<file path="config.mk">
export PLATFORM = sky130hd
export DESIGN_NAME = bongo_controller_port_flat
export DESIGN_NICKNAME = d
export VERILOG_FILES = /design/src/rtl/bongo_controller_port_pkg.sv /design/src/rtl/bongo_controller_port_if.sv /design/src/rtl/bongo_controller_port_drum_debounce.sv /design/src/rtl/bongo_controller_port.sv /design/src/flat_wrapper.sv
export SDC_FILE = /design/constraint.sdc
export NUM_CORES = 1
export LEC_CHECK = 0
export ABC_AREA = 1
export BUFFER_PORTS_ARGS = -buffer_cell sky130_fd_sc_hd__buf_2
export CORE_ASPECT_RATIO = 1.5
export CORE_MARGIN = 8
export CORE_UTILIZATION = 59
export CTS_BUF_LIST = sky130_fd_sc_hd__clkbuf_4
export DETAILED_ROUTE_END_ITERATION = 8
export PLACE_DENSITY = 0.8
export SETUP_SLACK_MARGIN = 0.4
export SLEW_MARGIN = 20
export SYNTH_ARGS = -nofsm -noshare
export SYNTH_HDL_FRONTEND = slang
export SYNTH_SLANG_ARGS = --single-unit
</file>
<file path="constraint.sdc">
create_clock -name clk_cpu -period 4.7 [get_ports clk_cpu]
set_clock_uncertainty 0.2 [all_clocks]
set_input_delay 1.41 -clock clk_cpu [delete_from_list [all_inputs] [get_ports clk_cpu]]
set_output_delay 1.41 -clock clk_cpu [all_outputs]
set_load 0.01 [all_outputs]
</file>
<file path="src/rtl/bongo_controller_port_pkg.sv">
// Shared constants and report packing for the bongo drum controller port.
// The report carries the four debounced levels in the low nibble and the sticky hits in the high nibble.
package bongo_controller_port_pkg;

    localparam logic [15:0] BONGO_PORT_ADDR = 16'h4016;
    localparam int          DRUM_COUNT      = 4;
    localparam int          RPT_LEVEL_LSB   = 0;
    localparam int          RPT_HIT_LSB     = 4;

    function automatic logic [7:0] build_report(input logic [DRUM_COUNT-1:0] level,
                                                input logic [DRUM_COUNT-1:0] hit);
        logic [7:0] rpt;
        rpt = '0;
        for (int i = 0; i < DRUM_COUNT; i++) begin
            rpt[RPT_LEVEL_LSB + i] = level[i];
            rpt[RPT_HIT_LSB + i]   = hit[i];
        end
        return rpt;
    endfunction

endpackage

</file>
<file path="src/rtl/bongo_controller_port_if.sv">
// CPU-side bus for the bongo port: single-cycle read/write strobes, no backpressure.
// Bus contract: write_cpu/read_cpu are one-cycle strobes qualified by addr_cpu; the responder never
// stalls, and read data appears on data_cpu_out exactly one cycle after read_cpu with data_cpu_oe high.
interface bongo_controller_port_if;
    logic [15:0] addr_cpu;
    logic        write_cpu;
    logic        read_cpu;
    logic [7:0]  data_cpu_in;
    logic [7:0]  data_cpu_out;
    logic        data_cpu_oe;

    modport master (
        output addr_cpu, write_cpu, read_cpu, data_cpu_in,
        input  data_cpu_out, data_cpu_oe
    );

    modport slave (
        input  addr_cpu, write_cpu, read_cpu, data_cpu_in,
        output data_cpu_out, data_cpu_oe
    );
endinterface

</file>
<file path="src/rtl/bongo_controller_port_drum_debounce.sv">
// One drum contact: multi-flop synchroniser followed by a saturating stability counter.
// Outputs the accepted level and a one-cycle pulse on the cycle the level rises.
module bongo_controller_port_drum_debounce #(
    parameter int SYNC_STAGES     = 2,
    parameter int DEBOUNCE_CYCLES = 20000
) (
    input  logic clk_cpu,
    input  logic rst,
    input  logic raw,
    output logic stable,
    output logic rise
);
    localparam int CW = $clog2(DEBOUNCE_CYCLES + 1);

    logic [SYNC_STAGES-1:0] sync_q, sync_d;
    logic [CW-1:0]          cnt_q, cnt_d;
    logic                   stable_q, stable_d;
    logic                   rise_q, rise_d;
    logic                   sync_lvl;

    assign sync_lvl = sync_q[SYNC_STAGES-1];

    always_comb begin
        sync_d   = {sync_q[SYNC_STAGES-2:0], raw};
        cnt_d    = '0;
        stable_d = stable_q;
        // Counter only advances while the level disagrees; the >= compare keeps it from wrapping.
        if (sync_lvl != stable_q) begin
            if (cnt_q >= CW'(DEBOUNCE_CYCLES - 1)) begin
                stable_d = sync_lvl;
                cnt_d    = '0;
            end else begin
                cnt_d = cnt_q + 1'b1;
            end
        end
        rise_d = stable_d & ~stable_q;
    end

    always_ff @(posedge clk_cpu) begin
        if (rst) begin
            sync_q   <= '0;
            cnt_q    <= '0;
            stable_q <= 1'b0;
            rise_q   <= 1'b0;
        end else begin
            sync_q   <= sync_d;
            cnt_q    <= cnt_d;
            stable_q <= stable_d;
            rise_q   <= rise_d;
        end
    end

    assign stable = stable_q;
    assign rise   = rise_q;
endmodule

</file>
<file path="src/rtl/bongo_controller_port.sv">
// Bongo controller joypad-style port: debounced drum levels, sticky hits, strobe latch and
// a serial shift register read one bit per CPU access.
module bongo_controller_port
    import bongo_controller_port_pkg::*;
#(
    parameter logic [15:0] PORT_ADDR       = BONGO_PORT_ADDR,
    parameter int          DEBOUNCE_CYCLES = 20000,
    parameter int          SYNC_STAGES     = 2
) (
    input  logic                     clk_cpu,
    input  logic                     rst,
    input  logic [1:0]               right,
    input  logic [1:0]               left,
    bongo_controller_port_if.slave   bus,
    output logic [3:0]               drum_state
);
    logic [DRUM_COUNT-1:0] raw, level, rise;
    logic [DRUM_COUNT-1:0] hit_q, hit_d;
    logic                  strobe_q, strobe_d;
    logic [7:0]            shift_q, shift_d;
    logic [7:0]            out_q, out_d;
    logic                  oe_q, oe_d;
    logic                  wr_hit, rd_hit, latch, read_bit;
    logic [7:0]            report;
    logic                  unused_data_bits;

    assign raw              = {left, right};
    assign unused_data_bits = ^bus.data_cpu_in[7:1];

    for (genvar i = 0; i < DRUM_COUNT; i++) begin : g_drum
        bongo_controller_port_drum_debounce #(
            .SYNC_STAGES     (SYNC_STAGES),
            .DEBOUNCE_CYCLES (DEBOUNCE_CYCLES)
        ) u_debounce (
            .clk_cpu (clk_cpu),
            .rst     (rst),
            .raw     (raw[i]),
            .stable  (level[i]),
            .rise    (rise[i])
        );
    end

    always_comb begin
        wr_hit   = bus.write_cpu && (bus.addr_cpu == PORT_ADDR);
        rd_hit   = bus.read_cpu  && (bus.addr_cpu == PORT_ADDR);
        latch    = wr_hit && strobe_q && !bus.data_cpu_in[0];
        // A rise landing on the latch cycle goes into the report and is consumed by the clear.
        report   = build_report(level, hit_q | rise);
        read_bit = strobe_q ? level[0] : shift_q[0];

        strobe_d = wr_hit ? bus.data_cpu_in[0] : strobe_q;
        hit_d    = latch ? '0 : (hit_q | rise);

        shift_d = shift_q;
        if (strobe_q) begin
            shift_d = report;
        end else if (rd_hit) begin
            shift_d = {1'b1, shift_q[7:1]};
        end

        oe_d  = rd_hit;
        out_d = rd_hit ? {7'b0, read_bit} : 8'h00;
    end

    always_ff @(posedge clk_cpu) begin
        if (rst) begin
            hit_q    <= '0;
            strobe_q <= 1'b0;
            shift_q  <= 8'h00;
            out_q    <= 8'h00;
            oe_q     <= 1'b0;
        end else begin
            hit_q    <= hit_d;
            strobe_q <= strobe_d;
            shift_q  <= shift_d;
            out_q    <= out_d;
            oe_q     <= oe_d;
        end
    end

    assign bus.data_cpu_out = out_q;
    assign bus.data_cpu_oe  = oe_q;
    assign drum_state       = level;
endmodule

</file>
<file path="src/flat_wrapper.sv">
// flat-port wrapper written by rule: the top's interface ports become plain ports
module bongo_controller_port_flat import bongo_controller_port_pkg::*;
#(
    parameter logic [15:0] PORT_ADDR       = BONGO_PORT_ADDR,
    parameter int          DEBOUNCE_CYCLES = 20000,
    parameter int          SYNC_STAGES     = 2
)
  (clk_cpu, rst, right, left, drum_state, bus_addr_cpu, bus_write_cpu, bus_read_cpu, bus_data_cpu_in, bus_data_cpu_out, bus_data_cpu_oe);
  bongo_controller_port_if bus_i ();
  input  logic clk_cpu;
  input  logic rst;
  input  logic [1:0] right;
  input  logic [1:0] left;
  output logic [3:0] drum_state;
  input wire logic [$bits(bus_i.addr_cpu)-1:0] bus_addr_cpu;
  input wire logic [$bits(bus_i.write_cpu)-1:0] bus_write_cpu;
  input wire logic [$bits(bus_i.read_cpu)-1:0] bus_read_cpu;
  input wire logic [$bits(bus_i.data_cpu_in)-1:0] bus_data_cpu_in;
  output wire logic [$bits(bus_i.data_cpu_out)-1:0] bus_data_cpu_out;
  output wire logic [$bits(bus_i.data_cpu_oe)-1:0] bus_data_cpu_oe;
  assign bus_i.addr_cpu = bus_addr_cpu;
  assign bus_i.write_cpu = bus_write_cpu;
  assign bus_i.read_cpu = bus_read_cpu;
  assign bus_i.data_cpu_in = bus_data_cpu_in;
  assign bus_data_cpu_out = bus_i.data_cpu_out;
  assign bus_data_cpu_oe = bus_i.data_cpu_oe;
  bongo_controller_port #(.PORT_ADDR(PORT_ADDR), .DEBOUNCE_CYCLES(DEBOUNCE_CYCLES), .SYNC_STAGES(SYNC_STAGES)) u_core (.clk_cpu(clk_cpu), .rst(rst), .right(right), .left(left), .bus(bus_i), .drum_state(drum_state));
endmodule
</file>
---- Word level (Yosys, flattened, before mapping) ----
Cells that the tools add are included.
word-level totals
  logic and storage cells ................. 72
  bits in registers ....................... 98
  input bits .............................. 32
  output and inout port bits .............. 13
operators by class
  eq/ne operators ......................... 5
  add/sub/neg operators ................... 4
  bitwise gates (word level) .............. 14
  muxes and demuxes ....................... 11
  reduce and logical (&&, ||, !) cells .... 12
  magnitude comparators ................... 4
operators with widths
  operator                                                   count
  adder 15 x 1 -> 15 bit, second input constant              4
  greater-or-equal comparator 15 bit, second input constant  4
  equality test 16 x 15 -> 1 bit, second input constant      1
  two-way mux 8 bit                                          2
  OR reduction 3 bit                                         4
  two-way mux 1 bit                                          9
  NOT 1 bit                                                  9
  AND 1 bit                                                  4
  logical AND 1 bit                                          4
  inequality test 1 bit                                      4
  bitwise OR 4 bit                                           1
  OR reduction 2 bit                                         2
  nonzero test 2 bit                                         1
  logical NOT 1 bit                                          1

---- Logic depth before layout (Yosys ltp) ----
Gate-level depths: netlist of run 1.
  word-level depth ........................ 5
  mapped depth ............................ 9
  depth with buffers taken out ............ 9

---- Cells and area by module ----
Synthesis of run 1 repeated with hierarchy kept, for this count alone.
second synthesis, totals
  cell total of the unflattened synthesis .. 648
  area total of the unflattened synthesis .. 4719.5 um^2
modules (own cells, without submodules)
  module                               sequential area each (um^2)  area each (um^2)  cells an instance  instances
  bongo_controller_port_drum_debounce  380.4                        965.9             130                4
  bongo_controller_port                300.3                        855.8             128                1

---- Worst setup path before layout of run 1 ----
Ideal clock, no wire load.
  path kind ............................... input -> register
  from .................................... in bus_addr_cpu[13]
  to ...................................... reg u_core.shift_q[4]
  buffers on the path ..................... 0
  arrival time ............................ 2.131 ns
  data required time ...................... 4.372 ns
  library setup time ...................... 0.128 ns
  path slack .............................. 2.241 ns
  cell stages on the path ................. 8
  cells stage by stage .................... nor2_1 > nand2_1 > nor2_1 > nand3_2 > nand2_2 > nand2_1 > nand2_1 > nor2_1
on the way
  word-level cells in the longest chain between the ends .. 3
ends and longest elaborated chain
  element                         line                         source
  from (decl)                     flat_wrapper.sv:15           input wire logic [$bits(bus_i.addr_cpu)-1:0] bus_addr_cpu;
  equality test 16 x 15 -> 1 bit  bongo_controller_port.sv:45  rd_hit = bus.read_cpu && (bus.addr_cpu == PORT_ADDR);
  logical AND 1 bit               bongo_controller_port.sv:45
  nonzero test 2 bit (no line)    n/a
  to (signal assigned)            bongo_controller_port.sv:75  shift_q <= shift_d;
  to (decl)                       bongo_controller_port.sv:20  logic [7:0] shift_q, shift_d;
No other way between the ends.
A chain may end at the register's enable or synchronous reset.

---- Final worst setup path of run 1 ----
  from .................................... reg u_core.g_drum[1].u_debounce.stable_q
  to ...................................... out drum_state[1]
RTL lines
  element                 line                                       source
  from (decl)             bongo_controller_port_drum_debounce.sv:17  logic stable_q, stable_d;
  from (signal assigned)  bongo_controller_port_drum_debounce.sv:48  stable_q <= stable_d;
  to (decl)               flat_wrapper.sv:14                         output logic [3:0] drum_state;
No word-level cell between the ends.

==> impl_metrics.yaml, run 1 <==
run_status:
  status: "finished, final reports clean"
floorplanning:
  num_rows: 39
  ios: 45
  start_util_pct: 59.8
  die_y_um: 123
  coreArea_sq_um: 7510
  die_x_um: 87.2
  dieArea_sq_um: 10700
clock_network:
  worstSkewPairLatency_ns: 0.43
  clockBufferDepth: 2
  clockRootBuffer: "clkbuf_4"
  cts_tree: "built"
  cts_setup_buffers: 0
  cts_hold_buf: 0
  clk_pin_slew_ns: 0.14
  numCtsBuffers: 9
  cts.sinks: 91
  cts_resized: 0
  h-tree-depth: 3
synth:
  post-synth-top-area-cell: "dfxtp_1"
  yosysWarnings: 0
  synth_cell_type_count: 36
  avgSynthCellArea_sq_um: 6.99
  yosysMostFrequentCell: "nand2_1"
  syn_area_sq_um: 4490
  synth_edf_count: 0
  ys.flop_type: "dfxtp_1"
  syn_inst: 642
  synth_common_cells: "nand2_1 (147), nor2_1 (140), dfxtp_1 (91), inv_1 (71), nand3_1 (34)"
  yosysSeqAreaShare_pct: 40.6
  yosys-top-cells-area: "dfxtp_1 (41%), nand2_1 (12%), nor2_1 (12%)"
  synth_seq_cells: 91
  async_flop_share_pct: 0
  synth.top_cell.area_share_pct: 40.6
setup_path:
  crit_type: "reg2out"
  ff2ff_path_depth: 6
  reg2reg_from: "u_core.g_drum[2].u_debounce.cnt_q[0]"
  r2r_end: "u_core.g_drum[2].u_debounce.cnt_q[14]"
  cp-start-kind: "flip-flop"
  slowest_delay_ns: 0.48
  path_buf_inv: 1
  cp_max_fo: 6
  cp-end-kind: "output port"
  required_ns: 3.09
  cp_data_arrival_time_ns: 1.09
  rrSetupSlack_ns: 2.88
  critical-path-slowest-cell: "dfxtp_1"
  path_cells: "buf_2"
  cp_top_family: "flip-flops"
routing:
  drcViolationCount: 0
  num_vias: 3887
  viasPerCell: 5.01
  wl_mm: 8.39
  ant_nets: 0
  route.detailed.wl_per_inst_um: 10.8
  dr.pass1.iters: 4
  drt_iter0_drc: 138
worst_hold_path:
  hold_class: "reg2reg"
  hold_end: "u_core.g_drum[2].u_debounce.sync_q[1]"
  hold_depth: 2
  hold_path.startpoint: "u_core.g_drum[2].u_debounce.sync_q[0]"
timing:
  drv_slew: 0
  finalCriticalPeriod_ns: 2.70
  setup_slack_ns: 2.00
  setup_tns_ns: 0
  fmax_mhz: 371
  hold_viol: 0
  timing.final.crit_share_pct: 57.4
  rsz0062_at_grt: "false"
  hold_ws_ns: 0.212
  setup_viol: 0
power_and_ir_drop:
  p_seq_share_pct: 60.5
  total_power_mw: 1.29
  switchingPower_mw: 0.281
  pwr-share-comb_pct: 2.9
  p_int_mw: 1.01
  leakagePower_nw: 1.79
  p_clk_share_pct: 36.6
  p_sw_share_pct: 21.9
  p_per_area_nw_per_um2: 269
  max-vdd-ir-drop_mv: 0.155
global_route:
  grt_pass1_vias: 3784
  grt-ovfl-total: 0
  grt_max_degree: 23
  grtUsageTotal_pct: 17.0
  antenna_found_initial: 0
  grt_first_pass_wirelength_mm: 14.9
final_layout:
  n_antenna_cell: 0
  syn_to_final_growth_pct: 6.66
  nets: 705
  drive_gt1_share_pct: 11.9
  fin_cells: 776
place:
  place_ws_ns: 1.60
  port_buffers: 30
  dpl.hpwl_mm: 6.47
  globalplace.congestion: 0.858
  place_inst: 760
job:
  maxCapViolCount: 0
-- through the flow --
step | cell area, sq um | util, %
after floorplan | 4510 | -
after global placement | 4630 | 61.6
after detailed placement | 4630 | 61.6
after CTS | 4790 | 63.7
after global routing | 4790 | 63.7
final | 4790 | 63.7
-- cell type report --
cell class,instances,area (sq um)
Multi-Input combinational cell,464,2260
Clock inverter,7,90.1
Timing Repair Buffer,30,150
Sequential cell,91,1820
Clock buffer,9,67.6
Inverter,73,274
Fill cell,705,2730
Tap cell,102,128
-- per-layer routing --
layer / wire length, um / GRT usage [%] / share of wire [%]
met5: 0 / 0 / 0
met4: 180 / 8.86 / 2.1
met1: 3400 / 16.5 / 40
met3: 229 / 3.62 / 2.7
met2: 4580 / 32.5 / 55
-- registers in the layout, summed over array words and instances, names as in the netlist, 4 cells and up --
signal                           count
u_core.g_drum.u_debounce.cnt_q      60
u_core.g_drum.u_debounce.sync_q      8
u_core.shift_q                       8
u_core.g_drum.u_debounce.rise        4
u_core.g_drum.u_debounce.stable      4
u_core.hit_q                         4
-- cells by family after synthesis --
logic type,synth area share [%]
other cells,0.0835
flops,40.6
simple gates,37.0
xor+xnor,4.68
fa+ha+maj,1.11
buf+inv,9.64
compound gates,6.46
mux,0.446
-- cell usage in the layout, fill, tap and decap left out, drive strengths merged --
cell type and instances:
buf 30, xnor2 12, nand3b 9, clkinv 3, bufinv 2, nand3 36
o21ai 15, nand2 148, a31oi 1, nand4 15, clkbuf 9, nor2 155
inv 75, xor2 12, mux2i 2, dfxtp 91, o21bai 2, conb 7
a211oi 1, a21oi 32, or2 7, ha 4, nor3 6
-- worst max-delay path by stage --
stage | start | endpoint | slack [ns] | cells after the start
floorplan | bus_addr_cpu[13] | u_core.shift_q[4] | 2.24 | 8
global placement | rst | u_core.g_drum[2].u_debounce.cnt_q[3] | 1.61 | 6
detailed placement | rst | u_core.g_drum[2].u_debounce.cnt_q[10] | 1.60 | 6
CTS | u_core.g_drum[1].u_debounce.stable | drum_state[1] | 1.97 | 1
global route | rst | u_core.g_drum[2].u_debounce.cnt_q[10] | 1.88 | 6
finish | u_core.g_drum[1].u_debounce.stable | drum_state[1] | 2.00 | 1
-- power by group through the flow --
stage / sequential, mW / clock [mW] / combinational [mW]
after global placement: 0.795 / 0 / 0.0361
after global routing: 0.780 / 0.516 / 0.0426
final: 0.778 / 0.470 / 0.0376
after CTS: 0.779 / 0.486 / 0.0377
after detailed placement: 0.796 / 0 / 0.0376
after floorplan: 0.795 / 0 / 0.0292
Note: power is estimated with default switching activity, not from simulation.
==> inputs of run 2 (changes only) <==
==> constraint.sdc (replaced) <==
create_clock -name clk_cpu -period 2.6 [get_ports clk_cpu]
set_clock_uncertainty 0.2 [all_clocks]
set_input_delay 0.78 -clock clk_cpu [delete_from_list [all_inputs] [get_ports clk_cpu]]
set_output_delay 0.78 -clock clk_cpu [all_outputs]
set_load 0.01 [all_outputs]
==> impl_metrics.yaml, run 2 (synthesis results as in run 1) <==
clock_network:
  cts_resized: 0
  cts.sinks: 91
  h-tree-depth: 3
  worstSkewPairLatency_ns: 0.44
  clockBufferDepth: 2
  clockRootBuffer: "clkbuf_4"
  cts_setup_buffers: 0
  cts_hold_buf: 0
  numCtsBuffers: 9
  cts_tree: "built"
  clk_pin_slew_ns: 0.14
final_layout:
  layout_common_cells: "nand2_1 (147), nor2_1 (140), dfxtp_1 (91), inv_1 (71), nand3_1 (34)"
  nets: 707
  largest_reg_flops: 60
  final_area_sq_um: 4760
  register_area_sq_um: 1820
  reg_top3: "u_core.g_drum.u_debounce.cnt_q (60), u_core.g_drum.u_debounce.sync_q (8), u_core.shift_q (8)"
  multiInputGateArea_sq_um: 2260
  final_common_cell: "nand2_1"
  top_register: "u_core.g_drum.u_debounce.cnt_q"
  syn_to_final_growth_pct: 5.96
  drive_gt1_share_pct: 12.3
  n_antenna_cell: 0
  nFillCells: 709
power_and_ir_drop:
  total_power_mw: 2.13
  p_per_area_nw_per_um2: 448
  switchingPower_mw: 0.510
  p_clk_share_pct: 30.7
  max-vdd-ir-drop_mv: 0.394
  leakagePower_nw: 1.77
  p_seq_share_pct: 66.0
  p_sw_share_pct: 23.9
  p_int_mw: 1.62
  pwr-share-comb_pct: 3.3
floorplanning:
  die_y_um: 123
  coreArea_sq_um: 7510
  dieArea_sq_um: 10700
  die_x_um: 87.2
  num_rows: 39
  start_util_pct: 59.8
  ios: 45
setup_path:
  cp_max_fo: 6
  slowest_delay_ns: 0.48
  critical-path-slowest-cell: "dfxtp_1"
  cp_data_arrival_time_ns: 1.12
  cp-start-kind: "flip-flop"
  cp_top_family: "flip-flops"
  required_ns: 1.62
  crit_type: "reg2out"
  path_buf_inv: 1
  cp-end-kind: "output port"
  path_cells: "buf_2"
global_route:
  grt-ovfl-total: 0
  grt_pass1_vias: 3784
  grt_max_degree: 22
  antenna_found_initial: 0
  grtUsageTotal_pct: 17.2
  grt_first_pass_wirelength_mm: 15.2
routing:
  viasPerCell: 4.99
  wl_mm: 8.45
  route.detailed.wl_per_inst_um: 10.9
  drt_iter0_drc: 130
  num_vias: 3879
  drcViolationCount: 0
  ant_nets: 0
  dr.pass1.iters: 7
timing:
  timing.final.crit_share_pct: 80.6
  setup_tns_ns: 0
  hold_viol: 0
  drv_slew: 0
  fmax_mhz: 477
  finalCriticalPeriod_ns: 2.10
  rsz0062_at_grt: "false"
  setup_viol: 0
place:
  globalplace.congestion: 0.885
  port_buffers: 30
  placed_area_sq_um: 4650
  dpl.hpwl_mm: 6.51
run_status:
  status: "finished, final reports clean"
job:
  maxCapViolCount: 0
worst_hold_path:
  hold_class: "reg2reg"
[run 2: cell types whose count changed in the layout (fill, tap and decap cells not counted)]
| cell | change |
|---|---|
| clkinv_4 | +3 |
| buf_4 | +2 |
| bufinv_16 | -2 |
| clkinv_1 | -2 |
| inv_6 | -2 |
| clkinv_2 | +1 |
| clkinvlp_4 | +1 |
[run 2: power by group through the flow]
| stage | logic (mW) | registers [mW] | clock network (mW) |
|---|---|---|---|
| 2_1_floorplan | 0.0528 | 1.44 | 0 |
| 3_3_place_gp | 0.0681 | 1.44 | 0 |
| 3_5_place_dp | 0.0706 | 1.44 | 0 |
| 4_1_cts | 0.0707 | 1.41 | 0.686 |
| 5_1_grt | 0.0792 | 1.41 | 0.736 |
| 6_report | 0.0703 | 1.41 | 0.655 |
[run 2: worst paths after layout]
kind	start	end	slack, ns	depth (start not counted)
max	u_core.g_drum[1].u_debounce.stable	drum_state[1]	0.50	1
min	u_core.g_drum[0].u_debounce.sync_q[0]	u_core.g_drum[0].u_debounce.sync_q[1]	0.20	2
max reg2reg	u_core.g_drum[2].u_debounce.cnt_q[0]	u_core.g_drum[2].u_debounce.cnt_q[4]	0.75	6
min reg2reg	u_core.g_drum[0].u_debounce.sync_q[0]	u_core.g_drum[0].u_debounce.sync_q[1]	0.20	2
[run 2: per-stage QoR]
stage          hold slack (ns)  utilization, %  std cells  worst slack, ns
2_1_floorplan            0.188               -        648            0.771
3_3_place_gp             0.190            61.8        762            0.414
3_5_place_dp             0.195            61.8        762            0.341
4_1_cts                  0.202            63.3        777            0.485
5_1_grt                  0.223            63.3        777            0.445
6_report                 0.197            63.3        777            0.504
[run 2: layer usage]
metal	global-route usage, %	vias to the layer above	wire (um)
li1	-	2040	-
met1	17.2	1765	3410
met2	32.6	47	4560
met3	2.28	27	177
met4	10.6	0	308
met5	0	-	0
[run 2: layout make-up]
cell class / instances / share of cell area, %
multi-input combinational: 464 / 47.5
sequential: 91 / 38.3
inverter: 73 / 5.76
timing repair buffer: 32 / 3.47
tap: 102 / 2.68
clock buffer: 9 / 1.42
clock inverter: 6 / 0.920
==> inputs of run 3 (changes only) <==
==> constraint.sdc (replaced) <==
create_clock -name clk_cpu -period 2.1 [get_ports clk_cpu]
set_clock_uncertainty 0.2 [all_clocks]
set_input_delay 0.63 -clock clk_cpu [delete_from_list [all_inputs] [get_ports clk_cpu]]
set_output_delay 0.63 -clock clk_cpu [all_outputs]
set_load 0.01 [all_outputs]
==> impl_metrics.yaml, run 3 (synthesis results as in run 1) <==
place:
  port_buffers: 30
  dpl.hpwl_mm: 6.80
  place_ws_ns: 0.0980
  globalplace.congestion: 0.879
global_route:
  grt_max_degree: 22
  antenna_found_initial: 0
  grt_first_pass_wirelength_mm: 15.5
  grt_pass1_vias: 3944
  grt-ovfl-total: 0
  grtUsageTotal_pct: 18.1
floorplanning:
  die_y_um: 123
  start_util_pct: 59.8
  num_rows: 39
  dieArea_sq_um: 10700
  ios: 45
  coreArea_sq_um: 7510
  die_x_um: 87.2
routing:
  dr.pass1.iters: 5
  ant_nets: 0
  drcViolationCount: 0
  wl_mm: 9.00
  drt_iter0_drc: 153
  viasPerCell: 5.05
  route.detailed.wl_per_inst_um: 11.4
  num_vias: 3989
setup_path:
  path_cells: "buf_6"
  rrSetupSlack_ns: 0.49
  cp_top_family: "flip-flops"
  cp-startpoint: "u_core.g_drum[0].u_debounce.stable"
  reg2reg_from: "u_core.g_drum[3].u_debounce.cnt_q[0]"
  ff2ff_path_depth: 7
  crit_type: "reg2out"
  path_buf_inv: 1
  r2r_end: "u_core.g_drum[3].u_debounce.cnt_q[9]"
  cp_max_fo: 2
  required_ns: 1.27
  cp_data_arrival_time_ns: 0.95
  cp-end-kind: "output port"
  critical-path-slowest-cell: "dfxtp_4"
  cp-start-kind: "flip-flop"
  slowest_delay_ns: 0.38
worst_hold_path:
  hold_path.startpoint: "left[0]"
  hold_depth: 3
  hold_class: "in2reg"
  hold_end: "u_core.g_drum[2].u_debounce.sync_q[0]"
clock_network:
  worstSkewPairLatency_ns: 0.46
  cts.sinks: 91
  numCtsBuffers: 9
  clk_pin_slew_ns: 0.15
  h-tree-depth: 3
  clockBufferDepth: 2
  cts_tree: "built"
  cts_hold_buf: 0
  clockRootBuffer: "clkbuf_4"
final_layout:
  syn_to_final_growth_pct: 12.0
  reg_top3: "u_core.g_drum.u_debounce.cnt_q (60), u_core.g_drum.u_debounce.sync_q (8), u_core.shift_q (8)"
  largest_reg_flops: 60
  final_common_cell: "nand2_1"
  layout_common_cells: "nand2_1 (147), nor2_1 (137), dfxtp_1 (80), inv_1 (70), nand3_1 (30)"
  top_register: "u_core.g_drum.u_debounce.cnt_q"
  final_util_pct: 66.9
  n_antenna_cell: 0
  drive_gt1_share_pct: 16.9
  nets: 719
timing:
  setup_tns_ns: 0
  timing.final.crit_share_pct: 84.6
  drv_slew: 0
  rsz0062_at_grt: "true"
  setup_slack_ns: 0.323
  fmax_mhz: 563
  setup_viol: 0
  hold_ws_ns: 0.163
  hold_viol: 0
  finalCriticalPeriod_ns: 1.78
run_status:
  status: "finished, final reports clean"
power_and_ir_drop:
  max-vdd-ir-drop_mv: 0.682
  leakagePower_nw: 1.87
  p_per_area_nw_per_um2: 583
job:
  maxCapViolCount: 0
[run 3: stage by stage]
| stage | total power, mW | instances | cell area, sq um |
|---|---|---|---|
| 6_report | 2.93 | 790 | 5030 |
| 5_1_grt | 3.04 | 790 | 5030 |
| 4_1_cts | 2.96 | 790 | 4980 |
| 3_5_place_dp | 1.87 | 769 | 4700 |
| 3_3_place_gp | 1.87 | 769 | 4700 |
| 2_1_floorplan | 1.84 | 648 | 4510 |
[run 3: cell type report]
type / count / area (sq um)
clock buffers: 9 / 67.6
clock inverters: 7 / 100
fillers: 671 / 2490
inverters: 73 / 274
multi-input cells: 464 / 2320
flip-flops and latches: 91 / 1840
well taps: 102 / 128
repair buffers: 44 / 297
[run 3: worst max path at each step]
stage                                                       to  depth (start not counted)
after floorplan                              u_core.shift_q[4]                          8
after CTS                                        drum_state[0]                          1
after detailed placement  u_core.g_drum[3].u_debounce.cnt_q[9]                          6
after global routing                             drum_state[1]                          1
after global placement    u_core.g_drum[3].u_debounce.cnt_q[3]                          6
final                                            drum_state[0]                          1
[run 3: layer usage]
layer | vias to the layer above | global-route usage, % | part of all wire (%) | wire [um]
met1 | 1846 | 16.0 | 39 | 3480
met3 | 20 | 3.95 | 2.6 | 236
met5 | - | 0 | 0 | 0
met4 | 0 | 11.2 | 2.9 | 259
met2 | 45 | 35.4 | 56 | 5020
li1 | 2078 | - | - | -
[run 3: power breakdown]
part | internal [mW] | switching (mW)
clock network | 0.493 | 0.606
registers | 1.73 | 0.00717
logic | 0.0396 | 0.0556
[run 3: what timing repair did]
action,CTS,global route
pin swaps,1,0
setup endpoints to repair,28,55
resized for setup,17,17
buffers inserted,5,0
